**src/rtl/main_mod_if.sv**
```systemverilog
// rtl/main_mod_if.sv - access address and lookup result bundle for the subblocked tag model
interface main_mod_if;
    logic [31:0] address;
    logic        hit;
    logic        miss;
    logic        sb_miss;
    logic        evict;
    logic [1:0]  way;
    logic [15:0] hit_count;
    logic [15:0] miss_count;

    modport master (
        output address,
        input  hit,
        input  miss,
        input  sb_miss,
        input  evict,
        input  way,
        input  hit_count,
        input  miss_count
    );

    modport slave (
        input  address,
        output hit,
        output miss,
        output sb_miss,
        output evict,
        output way,
        output hit_count,
        output miss_count
    );
endinterface

```
**src/rtl/main_mod.sv**
```systemverilog
// rtl/main_mod.sv - 8-set x 4-way subblocked tag directory with LFU/LRU replacement
module main_mod (
    input  logic       clock,
    input  logic       reset,
    main_mod_if.slave  bus
);

    localparam int SETS = 8;
    localparam int WAYS = 4;

    // Per-entry tag state; no data is held.
    logic [WAYS-1:0] valid_q [SETS];
    logic [20:0]     tag_q   [SETS][WAYS];
    logic [3:0]      sub_q   [SETS][WAYS];
    logic [7:0]      freq_q  [SETS][WAYS];
    logic [1:0]      age_q   [SETS][WAYS];

    // Registered results of the most recent access.
    logic        hit_q;
    logic        miss_q;
    logic        sb_miss_q;
    logic        evict_q;
    logic [1:0]  way_q;
    logic [15:0] hit_count_q;
    logic [15:0] miss_count_q;

    // Address fields; the offset bits [5:0] play no part in the lookup.
    logic [20:0] tag_in;
    logic [2:0]  set_idx;
    logic [1:0]  sub_sel;

    assign tag_in  = bus.address[31:11];
    assign set_idx = bus.address[10:8];
    assign sub_sel = bus.address[7:6];

    // Lookup results for the indexed set.
    logic       match_found;
    logic [1:0] match_way;
    logic       sub_hit;
    logic       free_found;
    logic [1:0] free_way;
    logic [1:0] victim_way;
    logic [1:0] acc_way;
    logic [1:0] old_age;
    logic       full_hit;

    // Tag compare across the valid ways; at most one way can match.
    always_comb begin
        match_found = 1'b0;
        match_way   = 2'd0;
        for (int w = 0; w < WAYS; w++) begin
            if (valid_q[set_idx][w] && (tag_q[set_idx][w] == tag_in)) begin
                match_found = 1'b1;
                match_way   = 2'(w);
            end
        end
    end

    // Lowest-index invalid way: scanning downward lets the lowest index win.
    always_comb begin
        free_found = 1'b0;
        free_way   = 2'd0;
        for (int w = WAYS - 1; w >= 0; w--) begin
            if (!valid_q[set_idx][w]) begin
                free_found = 1'b1;
                free_way   = 2'(w);
            end
        end
    end

    // Victim: least frequently used, ties go to the oldest (largest age).
    always_comb begin
        victim_way = 2'd0;
        for (int w = 1; w < WAYS; w++) begin
            if ((freq_q[set_idx][w] < freq_q[set_idx][victim_way]) ||
                ((freq_q[set_idx][w] == freq_q[set_idx][victim_way]) &&
                 (age_q[set_idx][w] > age_q[set_idx][victim_way]))) begin
                victim_way = 2'(w);
            end
        end
    end

    // Pick the way this access touches and classify the access.
    always_comb begin
        sub_hit  = match_found && sub_q[set_idx][match_way][sub_sel];
        full_hit = sub_hit;
        if (match_found) begin
            acc_way = match_way;
        end else if (free_found) begin
            acc_way = free_way;
        end else begin
            acc_way = victim_way;
        end
        old_age = age_q[set_idx][acc_way];
    end

    // Directory update: one access per edge, touching only the indexed set.
    always_ff @(posedge clock or posedge reset) begin
        if (reset) begin
            for (int s = 0; s < SETS; s++) begin
                valid_q[s] <= '0;
                for (int w = 0; w < WAYS; w++) begin
                    tag_q[s][w]  <= '0;
                    sub_q[s][w]  <= '0;
                    freq_q[s][w] <= '0;
                    age_q[s][w]  <= 2'(w);
                end
            end
        end else begin
            // Move the touched way to MRU; only younger ways age, so ages stay a permutation.
            for (int w = 0; w < WAYS; w++) begin
                if (2'(w) == acc_way) begin
                    age_q[set_idx][w] <= 2'd0;
                end else if (age_q[set_idx][w] < old_age) begin
                    age_q[set_idx][w] <= age_q[set_idx][w] + 2'd1;
                end
            end
            if (match_found) begin
                sub_q[set_idx][match_way][sub_sel] <= 1'b1;
                if (freq_q[set_idx][match_way] != 8'hff) begin
                    freq_q[set_idx][match_way] <= freq_q[set_idx][match_way] + 8'd1;
                end
            end else begin
                valid_q[set_idx][acc_way] <= 1'b1;
                tag_q[set_idx][acc_way]   <= tag_in;
                sub_q[set_idx][acc_way]   <= 4'b0001 << sub_sel;
                freq_q[set_idx][acc_way]  <= 8'd1;
            end
        end
    end

    // Result registers and running hit/miss counters (wrap at 2^16).
    always_ff @(posedge clock or posedge reset) begin
        if (reset) begin
            hit_q        <= 1'b0;
            miss_q       <= 1'b0;
            sb_miss_q    <= 1'b0;
            evict_q      <= 1'b0;
            way_q        <= 2'd0;
            hit_count_q  <= 16'd0;
            miss_count_q <= 16'd0;
        end else begin
            hit_q     <= full_hit;
            miss_q    <= !full_hit;
            sb_miss_q <= match_found && !sub_hit;
            evict_q   <= !match_found && !free_found;
            way_q     <= acc_way;
            if (full_hit) begin
                hit_count_q <= hit_count_q + 16'd1;
            end else begin
                miss_count_q <= miss_count_q + 16'd1;
            end
        end
    end

    assign bus.hit        = hit_q;
    assign bus.miss       = miss_q;
    assign bus.sb_miss    = sb_miss_q;
    assign bus.evict      = evict_q;
    assign bus.way        = way_q;
    assign bus.hit_count  = hit_count_q;
    assign bus.miss_count = miss_count_q;

endmodule

```
**src/flat_wrapper.sv**
```systemverilog
// flat-port wrapper written by rule: the top's interface ports become plain ports
module main_mod_flat 
  (clock, reset, bus_address, bus_hit, bus_miss, bus_sb_miss, bus_evict, bus_way, bus_hit_count, bus_miss_count);
  main_mod_if bus_i ();
  input  logic clock;
  input  logic reset;
  input wire logic [$bits(bus_i.address)-1:0] bus_address;
  output wire logic [$bits(bus_i.hit)-1:0] bus_hit;
  output wire logic [$bits(bus_i.miss)-1:0] bus_miss;
  output wire logic [$bits(bus_i.sb_miss)-1:0] bus_sb_miss;
  output wire logic [$bits(bus_i.evict)-1:0] bus_evict;
  output wire logic [$bits(bus_i.way)-1:0] bus_way;
  output wire logic [$bits(bus_i.hit_count)-1:0] bus_hit_count;
  output wire logic [$bits(bus_i.miss_count)-1:0] bus_miss_count;
  assign bus_i.address = bus_address;
  assign bus_hit = bus_i.hit;
  assign bus_miss = bus_i.miss;
  assign bus_sb_miss = bus_i.sb_miss;
  assign bus_evict = bus_i.evict;
  assign bus_way = bus_i.way;
  assign bus_hit_count = bus_i.hit_count;
  assign bus_miss_count = bus_i.miss_count;
  main_mod u_core (.clock(clock), .reset(reset), .bus(bus_i));
endmodule
```
**config.mk**
```make
export PLATFORM = sky130hd
export DESIGN_NAME = main_mod_flat
export DESIGN_NICKNAME = d
export VERILOG_FILES = /design/src/rtl/main_mod_if.sv /design/src/rtl/main_mod.sv /design/src/flat_wrapper.sv
export SDC_FILE = /design/constraint.sdc
export NUM_CORES = 2
export LEC_CHECK = 0
export CAP_MARGIN = 15
export CORE_MARGIN = 1
export CORE_UTILIZATION = 37
export CTS_CLUSTER_DIAMETER = 40
export DETAILED_ROUTE_END_ITERATION = 10
export SYNTH_ARGS = -nofsm -noshare
export SYNTH_HDL_FRONTEND = slang
export SYNTH_SLANG_ARGS = --single-unit
```
**constraint.sdc**
```tcl
create_clock -name clock -period 47.4 [get_ports clock]
set_clock_uncertainty 0.05 [all_clocks]
set_input_delay 14.22 -clock clock [delete_from_list [all_inputs] [get_ports clock]]
set_output_delay 14.22 -clock clock [all_outputs]
set_load 0.05 [all_outputs]
```
# ---- Word level (Yosys, flattened, before mapping)
# Index checks and enable logic that the tools add are counted.
dict set report totals {
  word_cells 335
  register_bits 1190
}
dict set report classes {
  n_lt_le_gt_ge 22
  bitwise 18
  n_eq_ne 12
  n_addsub 7
  muxes 110
  reduce_logical 22
  n_shift 1
}
# operator count
set ops {}
lappend ops {{$bwmux W672} 1}
lappend ops {{$mux W256} 2}
lappend ops {{$mux W64} 8}
lappend ops {{$and A64 B64 Y64} 4}
lappend ops {{$bwmux W256} 1}
lappend ops {{$bwmux W64} 4}
lappend ops {{$not A64 Y64} 4}
lappend ops {{$bmux W84 S3} 1}
lappend ops {{$demux W84 S3} 1}
lappend ops {{$mux W84} 3}
lappend ops {{$and A224 B224 Y224} 1}
lappend ops {{$not A224 Y224} 1}
lappend ops {{$demux W32 S3} 2}
lappend ops {{$bwmux W128} 1}
lappend ops {{$mux W128} 1}
lappend ops {{$mux W32} 4}
lappend ops {{$or A128 B128 Y128} 1}
lappend ops {{$bmux W32 S3} 1}
lappend ops {{$demux W16 S3} 2}
lappend ops {{$demux W8 S3} 4}
lappend ops {{$mux W8} 11}
lappend ops {{$eq A21 B21 Y1} 4}
lappend ops {{$mux W16} 4}
lappend ops {{$or A32 B32 Y32} 2}
lappend ops {{42 further kinds} 124}

# ---- Depth between registers and ports, before layout
dict set report depth {
  word_depth 42
  ltp_mapped 47
}

# ---- Worst setup path after synthesis
# No wires, ideal clock.
dict set report synth_timing {
  path_kind {input -> register}
  from {input bus_address[10]}
  to {register u_core.tag_q[602] in the netlist's numbering}
  arrival_time_ns 22.609
  setup_slack_ns 24.616
  setup_time_ns 0.125
  t_required_ns 47.225
  cell_stages 39
  path_cell_list {buf_6 > buf_6 > buf_6 > buf_6 > buf_6 > buf_6 > buf_6 > buf_6 > buf_4 > buf_4 > o21ai_0 > a221oi_1 > nor2_1 > a221oi_1 > ha_1 > a2111o_1 > o21ai_0 > clkbuf_1 > (+3 left out) > a211o_1 > o32a_1 > o21a_1 > clkbuf_1 > nand2_1 > o21ai_0 > ha_1 > nor2b_1 > o211ai_1 > nand3_1 > a221oi_1 > or2_2 > o21ai_0 > nor3b_2 > a21oi_1 > nor3_1 > buf_2 > mux2_2}
}
dict set report synth_between {
  elab_chain_cells 34
  word_cells_on_any_way 82
  cone_classes {order compare (10); eq/ne (7); mux (49); bitwise (4); reduce/logical (12)}
}
# element line_no
set synth_lines {}
lappend synth_lines {{from (decl)} flat_wrapper.sv:7} ;# input wire logic [$bits(bus_i.address)-1:0] bus_address;
lappend synth_lines {{$not A3 Y4 (not written as such) (*)} -}
lappend synth_lines {{branches (longest 33 deep; another with $lt A8 B8 Y1)} -}
lappend synth_lines {{to (signal, indexed assignment)} main_mod.sv:125} ;# tag_q[set_idx][acc_way] <= tag_in;
lappend synth_lines {{to (decl)} main_mod.sv:13} ;# logic [20:0] tag_q [SETS][WAYS];
# Mark *: on every way between the ends. The select of a mux whose other input is x is not followed.
# A chain may end at the register's enable or synchronous reset.

# ---- Worst setup path after layout
dict set report layout_timing {
  from {input bus_address[8]}
  to {register u_core.age_q[56] in the netlist's numbering}
}
dict set report layout_between {
  elab_chain_cells 42
  word_cells_on_any_way 114
  cone_classes {add/sub (4); order compare (12); eq/ne (10); mux (64); bitwise (12); reduce/logical (12)}
}
# element line_no
set layout_lines {}
lappend layout_lines {{$not A3 Y4 (not written as such) (*)} -}
lappend layout_lines {{branches (longest 40 deep; another with $lt A8 B8 Y1)} -}
lappend layout_lines {{$mux W64 (*)} main_mod.sv:112} ;# if (2'(w) == acc_way) begin
lappend layout_lines {{to (signal, indexed assignment)} main_mod.sv:106} ;# age_q[s][w] <= 2'(w);
lappend layout_lines {{to (signal, indexed assignment)} main_mod.sv:115} ;# age_q[set_idx][w] <= age_q[set_idx][w] + 2'd1;
lappend layout_lines {{to (decl)} main_mod.sv:16} ;# logic [1:0] age_q [SETS][WAYS];
# Marks and branches as above.

==> summary.md <==
| Metric | Value |
|---|---|
| Total overflow reported by the global router | `0` |
| Combinational share of power | `23.0%` |
| Layout filler cell count | `14,100` |
| Synthesized net count | `4,872` |
| Number of nets with antenna violations after routing | `0` |
| FF+latch count, synth | `1,190` |
| Clock sink total | `1,190` |
| Status | `complete, no violations` |
| Antenna Cells | `0` |
| Ratio of routed vias to standard cells | `5.93` |
| Chip height | `393 um` |
| TritonCTS Buffers | `155` |
| Peak ir drop on the vdd network | `0.0440 mV` |
| GR Util met3 | `between 4 and 5%` |
| TritonCTS clock tree | `built` |
| Pin slew with the least headroom to its limit | `1250 ps` |
| Vias in the first global route | `40,600` |
| Hold WC Path Type | `reg2reg` |
| Count of instances resized after the clock tree is built | `0` |
| Startpoint-to-endpoint class of the critical path | `in2reg` |
| Final Core Density | `42.3%` |
| Commonest non-fill, non-tap cell in the layout | `dfrtp_1` |
| Seq pwr share | `42.7%` |
| Required time of the worst setup path | `48,020 ps` |
| Count of TritonRoute iterations in the first routing pass | `6` |
| Initial core utilization | `37.3%` |
| First-iteration detailed-routing DRC count | `4,035` |
| CTS HTree Levels | `4` |
| Clock insertion delay at the later pin of the skew report | `810 ps` |
| Power Dens Cells | `56.4 nW/um^2` |
| Total net switching power | `1070 uW` |
| Final routed wire length divided by cell count | `~26 um` |
| Number of primary I/O pins | `72` |
| Syn Inst Count | `4,805` |
| Setup Viol. Count Final | `0` |
| Relative contribution of the clock network to total power | `approximately a third` |
| Sort of element at the start of the critical path | `input pin` |
| Met2 Usage GRT | `between 30% and 40%` |
| DRC violations left | `0` |
| Commonest cells after routing, fill and taps aside | `dfrtp_1, mux2_2, o21ai_0` |
| Wire length of the first global-routing pass | `between 200 and 300 mm` |
| Horiz. Die Dim | `393 um` |
| Postcts setup bufs | `0` |
| Netlist area before placement | `56,600 sq um` |
| Flip-flop cell with the highest count after synthesis | `dfrtp_1` |
| Cell type of the slowest stage on the worst timing path | `a31oi_1` |
| Cell leakage power | `0.0276 uW` |
| Area of the die | `155,000 sq um` |
| Final hold violation count | `0` |
| Placed wire-length estimate after detailed placement | `107 mm` |
| Hold buffers post-CTS | `0` |
| Avg Cell Area, Syn | `roughly 12 sq um` |
| Gr usage total | `between 20% and 30%` |
| Number of warnings issued by yosys | `0` |
| Net count reported at finish | `4,785` |
| Port buffer count | `65` |
| Max Clk Rate | `40.7 MHz` |
| Maximum buffer depth of the clock tree | `3` |
| Pin count of the biggest net entering global routing | `180` |
| Crit path to | `u_core.age_q[56]` |
| Core Footprint | `152,000 sq um` |
| Fraction of power spent switching nets | `between 20% and 30%` |
| Internal power component | `about 2600 uW` |
| Initial antenna violation count | `5` |
| Setup TNS | `0 ps` |
| Kind of end point of the critical path | `flop` |
| Most heavily used metal layer in global routing | `met2` |
| Critical Path Source | `bus_address[8]` |
| Number of violations of the max-capacitance limit | `0` |
| FF-to-FF setup slack | `37,950 ps` |
| Clock input transition at the sequential cells of the worst setup and hold paths | `60 ps` |
| Critical-path maximum fanout | `46` |
| Gp weighted congestion | `0.909` |
| Crit-path most repeated cell | `buf_4` |
| Number of cells traversed by the worst register-to-register path | `30` |
| WL final | `roughly 180 mm` |
| Number of vias in the routed layout | `a little over 40,000` |
| Worst slew margin relative to its limit | `16.5%` |
| Critical path arrival | `~25,000 ps` |
| Placement row count | `143` |
| Slew Viols, Final | `0` |
| Max incr delay on CP | `980 ps` |
| Share of the yosys chip area belonging to registers | `between 50 and 60%` |
| Fin crit share | `51.8%` |
| Count of non-filler cells in the finished layout | `6,880` |
| Number of distinct library cells after synthesis | `~100` |
| FFs w/ async S/R, synth | `100%` |
| Number of synthesized flops with an enable pin | `0` |
| Met1 usage | `32.0%` |
| Relative area change from synthesis to final layout | `13.6%` |
| Worst R2R End | `u_core.age_q[56]` |
| Worst reg2reg startpoint | `u_core.age_q[31]` |
| Total placed cells including tap cells | `6,591` |
| Setup repair after global routing missed its margin | `no` |
| Clock root buffer | `clkbuf_16` |
| Layout cell share with drive strength beyond 1 | `26.2%` |
| Post-layout minimum cycle time | `24,570 ps` |
worst min path at each step:
stage,from,endpoint,cells past startpoint
global route,u_core.valid_q[14],u_core.valid_q[14],1
detailed placement,u_core.valid_q[10],u_core.valid_q[10],2
global placement,u_core.valid_q[10],u_core.valid_q[10],2
CTS,u_core.valid_q[10],u_core.valid_q[10],2
finish,u_core.valid_q[10],u_core.valid_q[10],2
floorplan,u_core.valid_q[10],u_core.valid_q[10],2
Yosys cell counts (all sizes together), types with 33 or more instances:
cell type,number,area [sq um]
a21oi,58,290
a221oi,52,455
a22o,56,490
a22oi,147,1100
buf,232,1420
clkbuf,210,788
dfrtp,1158,29000
ha,33,413
inv,48,180
mux2,655,7390
mux2i,151,1510
mux4,76,1720
nand2,405,1530
nand2b,44,283
nand3,47,270
nand4,36,231
nor2,126,498
o21ai,572,2870
o22ai,92,576
o2bb2ai,46,409
o31ai,56,420
xnor2,53,464
xor2,42,368
area by class of cell:
type                    count  area (sq um)  share of cell area [%]
flip-flops and latches   1190         29800                    46.4
repair buffers            198          1700                    2.65
clock buffers             194          4320                    6.72
clock inverters            95          1210                    1.89
multi-input cells        3124         24500                    38.1
inverters                  49           189                   0.294
well taps                2030          2540                    3.95
layer usage:
metal  share of wire, %  wire (um)
met5             0.0045          8
met4                3.2       5740
met3                7.8      13900
met2                 46      82000
met1                 43      76700
power groups by stage:
stage / sequential, uW / combinational, uW / clock (uW)
6_report: 1550 / 834 / 1240
5_1_grt: 1590 / 912 / 1300
4_1_cts: 1540 / 833 / 1260
3_5_place_dp: 1560 / 830 / 0
3_3_place_gp: 1540 / 808 / 0
2_1_floorplan: 1530 / 646 / 0
critical path: cells and delay by family:
family | cells | cell delay, ps
compound gates | 13 | 4060
fa+ha+maj | 3 | 1020
simple gates | 11 | 2830
buf+inv | 6 | 2590
mux | 1 | 360
metrics by stage:
stage          power (uW)  setup WS (ps)  instance area, sq um  hold WS, ps
2_1_floorplan        2170          16720                 56600          364
5_1_grt              3800          22510                 64300          426
3_5_place_dp         2390          22430                 58800          388
6_report             3630          22830                 64300          400
3_3_place_gp         2350          22540                 58800          381
4_1_cts              3640          23270                 64300          401
kinds of logic after synthesis:
kind of cell               count (synthesis)  share of synthesized area, %
DFF                                     1190                          52.7
AOI/OAI and AO/OA                       1234                          14.4
and+or+nand+nor                          877                          7.72
adders and majority gates                 36                         0.789
buffers and inverters                    491                          4.22
xor gates and xnor gates                  95                          1.47
muxes                                    882                          18.8
sequential cells by signal, indices dropped and copies added (netlist names):
signal and count:
u_core.bus.miss_count 16, u_core.bus.sb_miss 1, u_core.tag_q 672, u_core.bus.evict 1
u_core.bus.miss 1, u_core.age_q 64, u_core.bus.hit_count 16, u_core.bus.way 2
u_core.bus.hit 1, u_core.sub_q 128, u_core.valid_q 32, u_core.freq_q 256
No activity file was read; power rests on OpenSTA's default activity.
